==> config.mk <==
export PLATFORM = sky130hd
export DESIGN_NAME = delay_reg_drain
export DESIGN_NICKNAME = d
export VERILOG_FILES = /design/src/rtl/delay_reg_drain_pkg.sv /design/src/rtl/drain_fifo.sv /design/src/rtl/delay_reg_drain.sv
export SDC_FILE = /design/constraint.sdc
export NUM_CORES = 1
export LEC_CHECK = 0
export CAP_MARGIN = 20
export CORE_MARGIN = 2
export CORE_UTILIZATION = 45
export CTS_CLUSTER_DIAMETER = 100
export DETAILED_ROUTE_END_ITERATION = 7
export GPL_TIMING_DRIVEN = 0
export PLACE_DENSITY = 0.69
export SYNTH_ARGS = -nofsm -noshare
export SYNTH_HDL_FRONTEND = slang
export SYNTH_HIERARCHICAL = 1
export SYNTH_SLANG_ARGS = --single-unit
export TNS_END_PERCENT = 100
==> constraint.sdc <==
create_clock -name clock -period 7.7 [get_ports clock]
set_input_delay 1.54 -clock clock [delete_from_list [all_inputs] [get_ports clock]]
set_output_delay 1.54 -clock clock [all_outputs]
set_load 0.01 [all_outputs]
==> src/rtl/delay_reg_drain_pkg.sv <==
// ----------------------------------------------------------------------------
// delay_reg_drain_pkg
//   Default geometry for the read-side controller of the SHA datapath's
//   enable-gated RAM delay line. The instantiating round module normally
//   overrides WIDTH and DEPTH. These values are only the stand-alone defaults.
// ----------------------------------------------------------------------------
package delay_reg_drain_pkg;

  localparam int unsigned DRAIN_WIDTH      = 64;  // delay line / FIFO data width
  localparam int unsigned DRAIN_DEPTH      = 7;   // delay line depth (>= 2)
  localparam int unsigned DRAIN_FIFO_DEPTH = 4;   // output FIFO entries (power of 2)

endpackage : delay_reg_drain_pkg

==> src/rtl/drain_fifo.sv <==
// ----------------------------------------------------------------------------
// drain_fifo
//   First-word fall-through register FIFO that catches real words leaving the
//   delay line. The head entry is always visible on dout. A push while full
//   and a pop while empty are ignored.
//
// Ports
//   clock  in   1          sole clock
//   rst    in   1          synchronous reset, active-high
//   push   in   1          write din at the tail
//   pop    in   1          retire the head entry
//   din    in   WIDTH      tail data
//   dout   out  WIDTH      head data (valid when !empty)
//   count  out  FIFO_AW+1  number of occupied entries
//   full   out  1          count == 2**FIFO_AW
//   empty  out  1          count == 0
// ----------------------------------------------------------------------------
module drain_fifo
  import delay_reg_drain_pkg::*;
#(
  parameter int unsigned WIDTH   = DRAIN_WIDTH,
  parameter int unsigned FIFO_AW = 2
) (
  input  logic               clock,
  input  logic               rst,
  input  logic               push,
  input  logic               pop,
  input  logic [WIDTH-1:0]   din,
  output logic [WIDTH-1:0]   dout,
  output logic [FIFO_AW:0]   count,
  output logic               full,
  output logic               empty
);

  localparam logic [FIFO_AW:0] CAPACITY = {1'b1, {FIFO_AW{1'b0}}};

  logic [WIDTH-1:0]   mem [1 << FIFO_AW];
  logic [FIFO_AW-1:0] rd_ptr;
  logic [FIFO_AW-1:0] wr_ptr;
  logic               do_push;
  logic               do_pop;

  assign full    = (count == CAPACITY);
  assign empty   = (count == '0);
  assign dout    = mem[rd_ptr];
  assign do_push = push && !full;
  assign do_pop  = pop && !empty;

  // Pointers wrap naturally at 2**FIFO_AW. The extra count bit tells full from empty.
  // NOTE: sequential state is written with non-blocking assignments only, so
  // every always_ff samples the pre-edge value of every other register.
  always_ff @(posedge clock) begin
    if (rst) begin
      rd_ptr <= '0;
      wr_ptr <= '0;
      count  <= '0;
    end else begin
      if (do_push) wr_ptr <= wr_ptr + 1'b1;
      if (do_pop)  rd_ptr <= rd_ptr + 1'b1;
      case ({do_push, do_pop})
        2'b10:   count <= count + 1'b1;
        2'b01:   count <= count - 1'b1;
        default: count <= count;
      endcase
    end
  end

  // NOTE: storage is deliberately not reset; empty/count gate its visibility,
  // and leaving it reset-free lets it map onto plain flops or LUT-RAM.
  always_ff @(posedge clock) begin
    if (do_push) mem[wr_ptr] <= din;
  end

endmodule : drain_fifo

==> src/rtl/delay_reg_drain.sv <==
// ----------------------------------------------------------------------------
// delay_reg_drain
//   Read-side controller for an enable-gated RAM delay line. It offers the
//   producer a valid/ready port and drives the delay line's enable. A tag
//   shift register marks which delay-line slots hold real words and which
//   hold bubbles. Real words leaving the line are caught in a FWFT FIFO that
//   serves a valid/ready consumer. Producer data bypasses this block and
//   feeds the delay line directly.
//
// Ports
//   clock        in   1      sole clock
//   rst          in   1      synchronous reset, active-high
//   in_valid     in   1      producer presents a word at the delay-line input
//   in_ready     out  1      word accepted when in_valid & in_ready
//   pipe_enable  out  1      delay-line enable
//   pipe_data    in   WIDTH  delay-line data_out
//   out_data     out  WIDTH  FIFO head
//   out_valid    out  1      FIFO non-empty
//   out_ready    in   1      pop on out_valid & out_ready
// ----------------------------------------------------------------------------
module delay_reg_drain
  import delay_reg_drain_pkg::*;
#(
  parameter int unsigned WIDTH      = DRAIN_WIDTH,
  parameter int unsigned DEPTH      = DRAIN_DEPTH,
  parameter int unsigned FIFO_DEPTH = DRAIN_FIFO_DEPTH,
  parameter int unsigned FIFO_AW    = $clog2(FIFO_DEPTH)
) (
  input  logic             clock,
  input  logic             rst,
  input  logic             in_valid,
  output logic             in_ready,
  output logic             pipe_enable,
  input  logic [WIDTH-1:0] pipe_data,
  output logic [WIDTH-1:0] out_data,
  output logic             out_valid,
  input  logic             out_ready
);

  logic [DEPTH-1:0] tag;          // tag[DEPTH-1] qualifies pipe_data
  logic             fifo_full;
  logic             fifo_empty;
  logic [FIFO_AW:0] fifo_count;
  logic             push;
  logic             pop;

  // Full is taken from the registered count. A pop in the same cycle does not
  // make room, which keeps out_ready off the combinational path to in_ready.
  // The line may advance whenever its head is a bubble, even when the FIFO is full.
  assign in_ready    = !rst && (!fifo_full || !tag[DEPTH-1]);

  // Advance only for a new word or to flush words still in flight.
  assign pipe_enable = in_ready && (in_valid || (|tag));

  // Bubbles reaching the head are dropped. Only tagged words are pushed.
  assign push        = pipe_enable && tag[DEPTH-1];
  assign out_valid   = !rst && (fifo_count != '0);
  assign pop         = !rst && out_ready && !fifo_empty;

  // The tags move in lock-step with the delay line. After reset all tags
  // are clear, so any stale RAM contents in the line are never pushed.
  always_ff @(posedge clock) begin
    if (rst) begin
      tag <= '0;
    end else if (pipe_enable) begin
      tag <= {tag[DEPTH-2:0], in_valid & in_ready};
    end
  end

  drain_fifo #(
    .WIDTH   (WIDTH),
    .FIFO_AW (FIFO_AW)
  ) u_fifo (
    .clock (clock),
    .rst   (rst),
    .push  (push),
    .pop   (pop),
    .din   (pipe_data),
    .dout  (out_data),
    .count (fifo_count),
    .full  (fifo_full),
    .empty (fifo_empty)
  );

endmodule : delay_reg_drain

==> reports/qor.csv, run 1 <==
metric;value;unit
outcome;finished clean;
swShare;17.5;%
yosys.area.top_type;edfxtp_1;
final_nets;659;
arrival;2.90;ns
die_w;154;um
drt-initial-drc-count;277;
drc_errors;0;
setup.worst_path.start_class;input port;
syn_area;10100;um2
drv_slew;0;
synth_edf_count;256;
internal-power;0.00261;W
ys_types;31;
endpoint_kind;output pin;
total_power;0.00316;W
place_congestion;0.716;
viasPerCell;5.30;
vdd_ir_drop_max;0.201;mV
die_y;154;um
power.share.sequential;51.3;%
p_per_area;244;nW/um2
fin_skew;0.00872;ns
numCtsBuffers;28;
synth_top_area_share;75.9;%
root_buffer;clkbuf_16;
cts_setup_buffers;0;
pwr-share-clk;46.4;%
grt_max_degree;52;
slew_headroom;70.2;%
period_minus_slack;4.44;ns
post_cts_resized;0;
clk_pin_slew;0.06;ns
yosys-top-cells-area;edfxtp_1 (76%), mux4_2 (13%), dfxtp_1 (3.2%), buf_12 (1.2%), mux4_1 (1.0%);
worstSetupPathType;in -> out;
antenna_found_initial;1;
pin_count;135;
required;6.16;ns
ant_nets;0;
synth_fp_nets;492;
syn_inst;418;
fin_tns_setup;0;ns
ctsHoldBuffers;0;
grt_use_total;15.3;%
combPwrFrac;2.2;%
hold_class;reg -> reg;
final_layout_size_suffix_gt1_share;22.9;%
wire_per_inst;20.3;um
fmax;225;MHz
synth.avg_cell_area;24.2;um2
rsz0062_at_grt;false;
clock-sinks;272;
worst_pin_slew;0.446;ns
cts_max_path_buffers;3;
synth_seq_cells;272;
synthArstFlopShare;0;%
diodes;0;
clk_latency;0.53;ns
yosysSeqAreaShare;79.1;%
dieArea;23700;um2
grt_pass1_wl;28000;um
dr.pass1.iters;4;
setup_viol;0;
vias;4702;
initial_utilization;46.1;%
ys_warn_count;6;
ys.flop_type;edfxtp_1;
cts_tree;built;
core;22000;um2
syn_to_final_growth;27.9;%
leakage;4.13;nW
grt_pass1_vias;5057;
portBuffers;133;
wirelength;18000;um
overflow;0;
fin_crit_sh;57.7;%
htreeDepth;1;
rows;54;
hold_viol;0;
path_max_fanout;2;
max_cap_viol_count;0;
switching_power;0.000554;W
dp_hpwl;10900;um
## synthesized netlist by cell type, types with 2 or more instances
cell type,instances
ha_1,5
nor3_1,2
edfxtp_1,256
a21oi_1,5
and2b_2,6
buf_12,6
or3_1,3
nand2b_1,2
buf_2,6
and2_1,4
o21ai_0,3
nor2_1,8
mux4_2,60
mux4_1,4
inv_1,8
dfxtp_1,16
buf_6,2
mux2_2,6
nor4_1,2
xor2_1,3
## path summary, 6_finish.rpt
kind                                      start  cells after the start         endpoint  slack, ns
worst max-delay path                   in_valid                      4      pipe_enable       3.26
worst min-delay path                     tag[5]                      2           tag[6]       0.49
worst max register to register  u_fifo/count[2]                     12  u_fifo/count[2]       4.91
worst min register to register           tag[5]                      2           tag[6]       0.49
## routing by layer
metal	part of all wire [%]	wire length (um)	GRT usage (%)
met1	41	7440	20.0
met2	50	9080	26.1
met3	6.2	1110	3.44
met4	2.0	357	4.05
met5	0.061	11	0
## critical path, stage by stage
cell,delay [ns]
clkdlybuf4s50_1,0.50
nor4_1,0.06
a21boi_0,0.22
clkdlybuf4s50_1,0.59
## power groups by stage
stage / clock, W / sequential (W) / combinational, W
after global placement: 0 / 0.00165 / 0.0000665
after detailed placement: 0 / 0.00166 / 0.0000710
final: 0.00147 / 0.00162 / 0.0000707
after global routing: 0.00157 / 0.00162 / 0.0000767
after CTS: 0.00151 / 0.00162 / 0.0000716
after floorplan: 0 / 0.00166 / 0.0000143
## sequential cells by signal, summed over array words and instances, names as in the netlist, named ones only
signal         flops
u_fifo/wr_ptr      2
u_fifo/rd_ptr      2
u_fifo/mem       256
u_fifo/count       3
tag                7
## through the flow
step | hold WS [ns] | std cells | setup slack, ns | area, um2 | utilization (%)
floorplan | 0.453 | 418 | 3.35 | 10100 | -
global route | 0.514 | 887 | 3.14 | 13000 | 59.0
CTS | 0.498 | 887 | 3.23 | 13000 | 59.0
finish | 0.488 | 887 | 3.26 | 13000 | 59.0
detailed placement | 0.484 | 835 | 3.25 | 11900 | 54.3
global placement | 0.472 | 831 | 2.01 | 11800 | 53.8
## area by class of cell
class	count	area, um2
buffer	16	181
clock buffer	30	729
clock inverter	22	298
fill	1563	9000
inverter	8	30.0
multi-input combinational	122	1920
sequential	272	8010
tap	280	350
timing repair buffer	137	1440
## logic make-up after synthesis
logic type                 Yosys count  share of synthesized area [%]
AOI/OAI and AO/OA                   11                          0.704
buffers and inverters               24                           2.09
xor gates and xnor gates             3                          0.260
muxes                               71                           15.1
adders and majority gates            6                          0.816
DFF                                272                           79.1
and+or+nand+nor                     31                           1.90
## layout by cell type, fill, tap and decap left out, types with 8 or more instances in the layout
cell / synthesis / layout
bufinv_16: 0 / 8
dfxtp_1: 16 / 16
clkdlybuf4s50_1: 0 / 133
nor2_1: 8 / 8
mux4_2: 60 / 60
clkbuf_16: 0 / 29
clkinv_1: 0 / 10
edfxtp_1: 256 / 256
inv_1: 8 / 8
No activity file was read; power rests on OpenSTA's default activity.
==> run 2, diff against run 1 <==
Settings changed: PLACE_DENSITY 0.69 to 0.72.
Clock period 7.7 ns to 3.8 ns, I/O delays scaled along.
==> run 2 against run 1 <==
Sequential share of layout area up 0.95 points. Critical endpoint is now out_data[39]. Critical path depth stayed put. Largest power group unchanged. Setup slack got worse by 2.6 ns. Clock power grew 66%.
==> reports/qor.csv, run 2 (synthesized netlist as in run 1, its figures left out) <==
metric;value;unit
vdd_ir_drop_max;0.384;mV
htreeDepth;1;
antenna_found_initial;0;
outcome;finished clean;
p_per_area;461;nW/um2
dp_hpwl;11000;um
slew_headroom;69.7;%
multi_input_area;1920;um2
fin_crit_sh;81.6;%
ctsHoldBuffers;0;
setup_ws;0.698;ns
dr.pass1.iters;4;
drc_errors;0;
grt_use_total;15.3;%
pin_count;135;
viasPerCell;5.26;
place_congestion;0.725;
clk_pin_slew;0.06;ns
diodes;0;
overflow;0;
root_buffer;clkbuf_16;
grt_pass1_wl;28000;um
final_layout_size_suffix_gt1_share;21.8;%
vias;4660;
rrSetupSlack;0.98;ns
ant_nets;0;
rsz0062_at_grt;false;
setup.worst_path.start_class;register;
worstSetupPathType;reg -> out;
post_cts_resized;0;
largest-register;u_fifo/mem;
seq_area;8010;um2
hold_class;in -> reg;
setup_viol;0;
cts_max_path_buffers;3;
grt_pass1_vias;5145;
rows;54;
fin_skew;0.0115;ns
required;3.04;ns
final_nets;659;
period_minus_slack;3.10;ns
cts_setup_buffers;0;
worst_pin_slew;0.452;ns
fmax;322;MHz
numCtsBuffers;28;
hold_viol;0;
endpoint_kind;output pin;
arrival;2.34;ns
top_regs;u_fifo/mem: 256 flops, tag: 7 flops, u_fifo/count: 3 flops;
whs;0.443;ns
initial_utilization;46.1;%
final_util;58.1;%
die_w;154;um
final_cells;886;
dieArea;23700;um2
final_cell_mix;edfxtp_1 (256), clkdlybuf4s50_1 (133), mux4_2 (60);
syn_to_final_growth;26.0;%
wirelength;18000;um
layout_commonest_cell;edfxtp_1;
largest_register_ffs;256;
path_max_fanout;10;
core;22000;um2
drv_slew;0;
die_y;154;um
clk_latency;0.53;ns
leakage;4.02;nW
grt_max_degree;57;
wire_per_inst;20.3;um
clock-sinks;272;
cts_tree;built;
portBuffers;133;
fillCellCount;1583;
dpl_worst_slack;0.721;ns
drt-initial-drc-count;197;
max_cap_viol_count;0;
total_power;0.00588;W
post-place-cells;835;
-- run 2: cell count changes in the layout (fill, tap and decap cells not counted), sizes merged --
cell | previous run | this run
bufinv | 8 | 0
clkbuf | 31 | 38
clkinvlp | 0 | 2
clkinv | 14 | 12
-- run 2: report_power, final --
part	switching [W]	internal, W
sequential	0.00000557	0.00329
combinational	0.0000556	0.0000877
clock	0.00105	0.00139
total	0.00111	0.00477
-- run 2: per-layer routing --
layer | global-route usage [%] | vias to the layer above | part of all wire (%)
met5 | 0 | - | 0
met4 | 4.14 | 0 | 2.0
met3 | 3.44 | 36 | 5.4
met2 | 27.4 | 119 | 52
met1 | 19.0 | 2413 | 41
li1 | - | 2092 | -
-- run 2: worst max-delay path, stage by stage (launching register included) --
cell and delay, ns:
dfxtp_1 0.30, clkbuf_2 0.30, buf_2 0.33, mux4_2 0.35, clkdlybuf4s50_1 0.53
-- run 2: cell type report --
| cell class | count | share of cell area, % |
|---|---|---|
| plain buffers | 16 | 1.42 |
| clock buffers | 37 | 5.92 |
| clock inverters | 14 | 0.588 |
| inverters | 8 | 0.235 |
| multi-input cells | 122 | 15.0 |
| flip-flops and latches | 272 | 62.8 |
| well taps | 280 | 2.75 |
| repair buffers | 137 | 11.3 |
-- run 2: per-stage QoR --
stage / setup TNS [ns] / cell area (um2)
floorplan: 0 / 10100
global placement: -257.72 / 11800
detailed placement: 0 / 11900
CTS: 0 / 12800
global route: 0 / 12800
finish: 0 / 12800
-- run 2: path summary, 6_finish.rpt --
check                                     start              end  cells past startpoint
worst max register to register  u_fifo/count[2]  u_fifo/count[2]                     12
worst min register to register           tag[5]           tag[6]                      2
worst min-delay path                        rst           tag[6]                      2
worst max-delay path                   register     out_data[39]                      4
==> run 3, diff against run 2 <==
Clock period 3.8 ns to 2.5 ns, I/O delays scaled along.
==> run 3 against run 2 <==
Worst hold slack got worse by 0.25 ns. Die area unchanged. Non-clock buffer count increased by 8. Core utilization increased by 0.063 points. Clock power increased by 69%. Via count increased by 1.1%. Setup slack got worse by 0.62 ns. Design area increased by 0.11%. Register-to-register slack got worse by 0.87 ns. Count of clock-buffer cells in the layout decreased by 10. Largest power group unchanged. Highest routed layer unchanged.
==> reports/qor.csv, run 3 (synthesized netlist as in run 1, its figures left out) <==
metric;value;unit
outcome;finished clean;
grt_pass1_wl;29800;um
setup.worst_path.start_class;register;
diodes;0;
hold_class;in -> reg;
worst_pin_slew;0.542;ns
grtUsageMet2;27.9;%
grt_use_total;16.4;%
layout_commonest_cell;edfxtp_1;
fin_skew;0.0234;ns
period_minus_slack;2.43;ns
r2r-end;u_fifo/count[2];
post-place-cells;835;
leakage;4.18;nW
grt.met1_usage;22.0;%
required;2.00;ns
worstSetupPathType;reg -> out;
place_congestion;0.699;
grt_pass1_vias;5139;
vias;4711;
dp_hpwl;10900;um
core;22000;um2
final_cell_mix;edfxtp_1 (256), clkdlybuf4s50_1 (68), mux4_2 (60);
fin_tns_setup;0;ns
clk_latency;0.53;ns
final_layout_size_suffix_gt1_share;37.1;%
syn_to_final_growth;26.1;%
hold_viol;0;
endpoint_kind;output pin;
rrSetupSlack;0.11;ns
top_regs;u_fifo/mem: 256 flops, tag: 7 flops, u_fifo/count: 3 flops;
hold_end;tag[6];
wirelength;19100;um
cts_tree;built;
arrival;1.93;ns
fillCellCount;1589;
antenna_found_initial;0;
dr.pass1.iters;4;
dpl_worst_slack;-0.320;ns
ant_nets;0;
fin_crit_sh;97.0;%
final_nets;670;
pin_count;135;
slew_headroom;63.9;%
clk_pin_slew;0.06;ns
grt_use_met3;3.47;%
final_cells;897;
largest-register;u_fifo/mem;
cts_max_path_buffers;3;
r2r-start;u_fifo/count[2];
r2r_cells;12;
min_path_cells;2;
numCtsBuffers;27;
drv_slew;0;
wire_per_inst;21.3;um
holdCritStartpoint;rst;
overflow;0;
root_buffer;clkbuf_16;
rows;54;
die_w;154;um
die_y;154;um
initial_utilization;46.1;%
largest_register_ffs;256;
max_cap_viol_count;0;
grt_max_degree;35;
vdd_ir_drop_max;0.499;mV
drc_errors;0;
rsz0062_at_grt;true;
p_per_area;731;nW/um2
clock-sinks;272;
drt-initial-drc-count;239;
path_max_fanout;8;
dieArea;23700;um2
fmax;412;MHz
grt.busiest_layer;met2;
htreeDepth;1;
setup_viol;0;
viasPerCell;5.25;
portBuffers;133;
setup_ws;0.0748;ns
-- run 3: changes by cell type in the layout (fill, tap and decap cells not counted), moves of 7 or more --
cell	change
clkdlybuf4s50_1	-65
buf_2	+41
clkbuf_2	+10
buf_4	+9
clkbuf_1	-8
clkinv_2	+7
-- run 3: per-stage QoR --
step | instance area (um2) | power [W] | util, % | hold WS, ns
after CTS | 12900 | 0.00945 | 58.6 | 0.171
after floorplan | 10100 | 0.00514 | - | 0.453
after detailed placement | 11900 | 0.00532 | 54.2 | 0.484
after global placement | 11800 | 0.00530 | 53.8 | 0.467
final | 12800 | 0.00933 | 58.2 | 0.197
after global routing | 12800 | 0.00965 | 58.2 | 0.180
-- run 3: how the worst max path moves through the flow --
stage                          from                end  slack (ns)
floorplan                       rst   u_fifo/mem[0][0]       -0.12
global placement                rst  u_fifo/mem[1][47]       -0.79
detailed placement        out_ready    u_fifo/count[2]       -0.32
CTS                        register       out_data[33]       -0.05
global route        u_fifo/count[2]    u_fifo/count[2]     0.00009
finish                     register       out_data[50]        0.07
-- run 3: area by class of cell --
cell class,count,area [um2],share of cell area [%]
sequential,272,8020,62.8
clock inverter,23,251,1.97
tap,280,350,2.74
multi-input combinational,126,1980,15.5
clock buffer,27,676,5.29
buffer,16,208,1.63
timing repair buffer,145,1260,9.86
inverter,8,30.0,0.235
-- run 3: routing by layer --
layer  wire length, um  part of all wire (%)  up-vias
met5                 0                     0        -
met4               327                   1.7        0
met3              1380                   7.2       30
met2              9580                    50      150
met1              7860                    41     2415
li1                  -                     -     2116
-- run 3: where the power goes --
part,switching (W),internal [W],total [W]
logic,0.0000865,0.000129,0.000215
registers,0.00000836,0.00499,0.00500
clock network,0.00162,0.00249,0.00412
-- run 3: worst max-delay path, stage by stage, from the launching register on --
cell and delay, ns:
dfxtp_4 0.36, buf_12 0.17, buf_12 0.14, mux4_2 0.48
clkdlybuf4s15_2 0.23
-- run 3: timing repair --
| item | 4_1_cts | 5_1_grt |
|---|---|---|
| gates cloned | 8 | 1 |
| setup buffers | 5 | 0 |
| pin swaps | 5 | 1 |
| endpoints found under the setup margin | 201 | 28 |
| hold buffers | 0 | 0 |
| resized for setup | 255 | 24 |
